[src/rtl/eth_pcs_tx_blk_sched.sv]
// 64b/66b TX block scheduler: pulls one encoder block per gearbox block period and serves it as sync + W_DATA words.
// Latency: a block accepted at the load point (last transfer) is on o_data from the next enabled transfer 0.
// Backpressure: o_blk_ready is high only at the load point; idle/error blocks are substituted, never stalling.
// Optional: define ETH_TX_SCHED_LPI_EN to add i_lpi_req (LPI block substitution, encoder not taken).
module eth_pcs_tx_blk_sched #(
  parameter int W_DATA          = 32,
  parameter int W_SYNC          = 2,
  parameter int N_TRANS         = 2,
  parameter int W_TRANS_PER_BLK = 1,
  parameter int W_UFL_CNT       = 16
) (
  input  logic                        i_clk,
  input  logic                        i_reset,
  input  logic                        i_clk_en,
  input  logic [W_TRANS_PER_BLK-1:0]  i_trans_cnt,
  input  logic                        i_blk_valid,
  input  logic [W_SYNC-1:0]           i_blk_sync,
  input  logic [W_DATA*N_TRANS-1:0]   i_blk_data,
`ifdef ETH_TX_SCHED_LPI_EN
  input  logic                        i_lpi_req,
`endif
  output logic                        o_blk_ready,
  output logic [W_SYNC-1:0]           o_sync_data,
  output logic [W_DATA-1:0]           o_data,
  output logic                        o_idle_ins,
  output logic                        o_err_ins,
  output logic [W_UFL_CNT-1:0]        o_ufl_cnt
);

  localparam int W_BLK = W_DATA * N_TRANS;

  localparam logic [W_SYNC-1:0] SYNC_DATA = W_SYNC'(2'b01);
  localparam logic [W_SYNC-1:0] SYNC_CTRL = W_SYNC'(2'b10);

  // Control blocks, bit 0 first on the wire: block type in [7:0], eight 7-bit codes above it.
  localparam logic [W_BLK-1:0] IDLE_DATA = W_BLK'(64'h0000_0000_0000_001E);
  localparam logic [W_BLK-1:0] ERR_DATA  = W_BLK'({{8{7'h1E}}, 8'h1E});
`ifdef ETH_TX_SCHED_LPI_EN
  localparam logic [W_BLK-1:0] LPI_DATA  = W_BLK'({{8{7'h06}}, 8'h1E});
`endif

  logic [W_SYNC-1:0]    cur_sync_q, cur_sync_d;
  logic [W_BLK-1:0]     cur_data_q, cur_data_d;
  logic                 idle_ins_q, idle_ins_d;
  logic                 err_ins_q,  err_ins_d;
  logic [W_UFL_CNT-1:0] ufl_cnt_q,  ufl_cnt_d;

  logic load_pt;
  logic lpi_hold;
  logic sync_ok;

  // Load point is the last enabled transfer of the block; LPI request blocks the encoder handshake.
  always_comb begin
    load_pt  = i_clk_en && (i_trans_cnt == W_TRANS_PER_BLK'(N_TRANS - 1));
`ifdef ETH_TX_SCHED_LPI_EN
    lpi_hold = i_lpi_req;
`else
    lpi_hold = 1'b0;
`endif
    sync_ok     = (i_blk_sync == SYNC_DATA) || (i_blk_sync == SYNC_CTRL);
    o_blk_ready = load_pt && !lpi_hold;
  end

  // Next block selection: LPI, then encoder block, then error on bad sync, else idle on underflow.
  always_comb begin
    cur_sync_d = cur_sync_q;
    cur_data_d = cur_data_q;
    idle_ins_d = 1'b0;
    err_ins_d  = 1'b0;
    ufl_cnt_d  = ufl_cnt_q;
    if (load_pt) begin
      if (lpi_hold) begin
`ifdef ETH_TX_SCHED_LPI_EN
        cur_sync_d = SYNC_CTRL;
        cur_data_d = LPI_DATA;
`endif
      end else if (i_blk_valid && sync_ok) begin
        cur_sync_d = i_blk_sync;
        cur_data_d = i_blk_data;
      end else if (i_blk_valid) begin
        // Bad sync header: the block is still consumed so the encoder does not stall on it.
        cur_sync_d = SYNC_CTRL;
        cur_data_d = ERR_DATA;
        err_ins_d  = 1'b1;
      end else begin
        cur_sync_d = SYNC_CTRL;
        cur_data_d = IDLE_DATA;
        idle_ins_d = 1'b1;
        if (ufl_cnt_q != '1) begin
          ufl_cnt_d = ufl_cnt_q + 1'b1;
        end
      end
    end
  end

  // Block register and event flops; reset discards any partially sent block.
  always_ff @(posedge i_clk or posedge i_reset) begin
    if (i_reset) begin
      cur_sync_q <= SYNC_CTRL;
      cur_data_q <= IDLE_DATA;
      idle_ins_q <= 1'b0;
      err_ins_q  <= 1'b0;
      ufl_cnt_q  <= '0;
    end else begin
      cur_sync_q <= cur_sync_d;
      cur_data_q <= cur_data_d;
      idle_ins_q <= idle_ins_d;
      err_ins_q  <= err_ins_d;
      ufl_cnt_q  <= ufl_cnt_d;
    end
  end

  // Word mux follows the gearbox transfer index in the same cycle it is sampled.
  always_comb begin
    o_data = cur_data_q[W_DATA-1:0];
    for (int t = 0; t < N_TRANS; t++) begin
      if (i_trans_cnt == W_TRANS_PER_BLK'(t)) begin
        o_data = cur_data_q[t*W_DATA +: W_DATA];
      end
    end
  end

  assign o_sync_data = cur_sync_q;
  assign o_idle_ins  = idle_ins_q;
  assign o_err_ins   = err_ins_q;
  assign o_ufl_cnt   = ufl_cnt_q;

endmodule

[config.mk]
export PLATFORM = sky130hd
export DESIGN_NAME = eth_pcs_tx_blk_sched
export DESIGN_NICKNAME = d
export VERILOG_FILES = /design/src/rtl/eth_pcs_tx_blk_sched.sv
export SDC_FILE = /design/constraint.sdc
export NUM_CORES = 1
export LEC_CHECK = 0
export CAP_MARGIN = 20
export CORE_UTILIZATION = 55
export CTS_BUF_LIST = sky130_fd_sc_hd__clkbuf_8
export CTS_CLUSTER_DIAMETER = 50
export CTS_CLUSTER_SIZE = 14
export DETAILED_ROUTE_END_ITERATION = 10
export DONT_BUFFER_PORTS = 1
export GPL_TIMING_DRIVEN = 0
export PLACE_DENSITY = 0.7
export SLEW_MARGIN = 30
export SYNTH_ARGS = -nofsm -noshare
export SYNTH_HDL_FRONTEND = slang
export SYNTH_SLANG_ARGS = --single-unit
[constraint.sdc]
create_clock -name i_clk -period 3.1 [get_ports i_clk]
set_input_delay 0.465 -clock i_clk [delete_from_list [all_inputs] [get_ports i_clk]]
set_output_delay 0.465 -clock i_clk [all_outputs]
set_load 0.1 [all_outputs]
======== Word level (Yosys, flattened, before mapping) ========
Cells that the tools add are included.
cells by class
  add/subtract/negate cells ............... 1
  eq/ne operators ......................... 3
  muxes and demuxes ....................... 10
  bitwise gates (word level) .............. 2
  reductions and logical operators ........ 4
operators with widths
  operator                 count
  $mux W64                 1
  $mux W62                 1
  $mux W32                 1
  $add A16 B1 Y16 const B  1
  $ne A16 B16 Y1 const B   1
  $mux W1                  6
  $reduce_and A4 Y1        1
  $eq A2 B1 Y1 const B     1
  $eq A2 B2 Y1 const B     1
  $logic_and A1 B1 Y1      2
  $mux W2                  1
  $not A1 Y1               2
  $logic_or A1 B1 Y1       1
word-level totals
  register bits after elaboration ......... 84
  bits of input ports ..................... 71
  output and inout bits ................... 53
  logic and storage cells ................. 25

======== Logic depth before layout (Yosys ltp) ========
  depth after elaboration ................. 5
  gate-level depth with buffers ........... 7

======== Worst setup path after synthesis ========
Ideal clock, no wire load.
  path type ............................... register to register
  from .................................... register ufl_cnt_q[0] (netlist: o_ufl_cnt[0])
  to ...................................... register ufl_cnt_q[1] (netlist: o_ufl_cnt[1])
  library setup time ...................... 126 ps
  arrival ................................. 2344 ps
  slack ................................... 631 ps
  stages on the path, launching flop included .. 7
  buffers on the path ..................... 1
  path through ............................ dfrtp_1 > ha_1 > and4_1 > nor4b_1 > buf_2 > nor2_1 > mux2_2
on the way
  longest elaborated chain between the ends .. 2
RTL lines
  what                                                                     line  RTL
  start, declared                                                          46    logic [W_UFL_CNT-1:0] ufl_cnt_q, ufl_cnt_d;
  start signal, assigned                                                   109   ufl_cnt_q <= ufl_cnt_d;
  parallel branches: the longest is 2 deep, another holds $add A16 B1 Y16  n/a
Parallel ways; which one is timed is not known.
A chain may end at the register's enable or synchronous reset.

======== Worst setup path after layout ========
Same ends and word-level chain as after synthesis.

==> out/results.tsv <==
metric	value	unit
status	finished with violations	
violations	DRC	
cp_num_buf_inv	1	
die_x	84.6	microns
post_cts_buffers	0	
fin_nets	420	
final_common_cell	dfrtp_1	
first_pass_iters	7	
fin_area	4130	sq um
crit_path_max_incr_delay	1030	ps
post-route-period-util	0.872	
synth_xor_area_frac	0.0374	
setup_viol	0	
synth_compound_area_frac	0.0791	
grt_pass1_wl	14.2	mm
grt_pass1_vias	2788	
numClockSinks	84	
hold_buffers	1	
cp_slowest_cell	dfrtp_1	
mostFrequentLayoutCells	dfrtp_1, nand3_1, nand2_1	
cpLargestDelayFamily	flip-flops	
syn_nets	406	
drt_iter0_drc	186	
slew_headroom	0.310	
cts_tree	done	
rr_worst_depth	6	
p_total	3.23	mW
track_usage	0.264	
initial_core_util	0.581	
vias	2642	
start_kind	register	
die_h	84.6	microns
r2r-end	o_ufl_cnt[1]	
cts-root-buf	clkbuf_8	
syn_avg_cell_area	11.2	sq um
drc_errors	8	
yosysWarnings	0	
gp_congestion	0.798	
critical_path_class	reg2reg	
synthSimpleGateAreaFrac	0.187	
drt_wl_total	8.73	mm
cp_cell_sequence	ha_1 > and4_1 > nor4b_1 > buf_2 > nor2_1 > mux2_2	
overflow	0	
synth_cells	334	
yosysSeqAreaShare	0.562	
area_delta_synth_final	10.1	%
hold_path_depth	1	
post-dp-hpwl	6.23	mm
clk_path_buf_depth	2	
routedWlPerCell	20.4	microns
post_dp_cell_area	3910	sq um
grt_max_degree	61	
rrSetupSlack	400	ps
routed_via_density	6.17	
finalCriticalPeriod	2700	ps
synth_top_flop_cell	dfrtp_1	
diodes	0	
hold_path_end	cur_data_q[1]	
synth.area.mux_share	0.0991	
crit_arrival	2930	ps
cap_viol_max_count	0	
maxSlewViolCount	0	
synth_async_sr_flop_share	1.00	
htree_levels	3	
fmax	0.370	GHz
insertion_delay	340	ps
io_buffers	0	
r2r_start	o_ufl_cnt[0]	
cts_resized	0	
rsz0062_at_grt	false	
syn_area	3750	sq um
io_pins	124	
dieArea	7150	sq um
cts_buffers	9	
min_path_type	in2reg	
hp-start	i_blk_data[1]	
leakage	2.00	nW
core_area	6460	sq um
vdd_drop_max	0.425	mV
ys_seq_elements	84	
powerDensity	781	nW/um^2
postRouteAntennaNets	0	
fp-row-count	29	
yosysUniqueCellTypes	31	
tightestPinTransition	1030	ps
critPathCaptureType	register	
synthAdderAreaFrac	0.00334	
path_max_fanout	10	
required	3330	ps
synth_top_family_by_area	simple AND/OR/NAND/NOR gates	
grt_antenna_before_repair	0	
drive_gt1_frac	0.197	
hold_violations	0	
cts.clk_slew.worst_paths	80	ps
synth_edf_count	0	
fin_worst_skew	1.67	ps
[cells in the mapped netlist (3+ instances only)]
cell,n,area [sq um]
nand4_1,3,18.8
inv_1,5,18.8
nor3_1,6,30.0
nor2_1,6,22.5
o22a_1,4,35.0
xor2_1,14,123
clkbuf_1,15,56.3
mux2_2,33,372
dfstp_2,5,131
nand3_1,71,355
dfrtp_1,79,1980
buf_2,4,20.0
a22o_1,28,245
nand2_1,38,143
buf_1,4,15.0
[state kept, by name, summed over array words and instances, names as in the netlist]
name         count
o_ufl_cnt       16
o_sync_data      2
o_idle_ins       1
o_err_ins        1
cur_data_q      64
[power by group]
part,total (mW),switching [mW],internal (mW)
registers,1.62,0.393,1.23
logic,0.791,0.626,0.165
clock network,0.812,0.360,0.452
[stage by stage]
step / cells / util / TNS [ps] / hold slack, ps / worst slack (ps)
global route: 428 / 0.640 / 0 / 231 / 200
detailed placement: 413 / 0.605 / 0 / 294 / 440
CTS: 428 / 0.639 / 0 / 232 / 420
floorplan: 334 / - / 0 / 458 / 478
finish: 428 / 0.640 / 0 / 246 / 398
global placement: 411 / 0.596 / -30780 / 472 / -393
[final cells by class]
type,count,area (sq um)
inverters,5,23.8
clock inverters,1,30.0
fillers,541,2330
repair buffers,3,65.1
well taps,77,96.3
flip-flops and latches,84,2110
multi-input cells,221,1520
clock buffers,13,179
plain buffers,24,104
[routing by layer]
metal  GRT usage  routed length, microns
met2       0.422                    4300
met1       0.340                    3640
met5           0                       0
met3      0.0865                     704
met4      0.0940                      86
[logic make-up (layout without fill, tap and decap cells)]
group,Yosys count,after routing
multiplexers,33,33
buffers and inverters,29,46
AND/OR/NAND/NOR,137,137
AO/OA/AOI/OAI,34,34
adder cells (fa/ha/maj),1,1
flip-flops,84,84
XOR/XNOR,16,16
[worst max path at each step]
stage                            start        endpoint  slack [ps]  cells after the start
after global placement         i_reset  cur_data_q[37]        -390                      1
after CTS                 o_ufl_cnt[1]    o_ufl_cnt[1]         420                      6
final                     o_ufl_cnt[0]    o_ufl_cnt[1]         400                      6
after global routing      o_ufl_cnt[0]    o_ufl_cnt[1]         200                      6
after detailed placement  o_ufl_cnt[1]    o_ufl_cnt[1]         440                      6
after floorplan                i_reset   cur_data_q[0]         480                      1
Note: power is estimated with default switching activity, not from simulation.
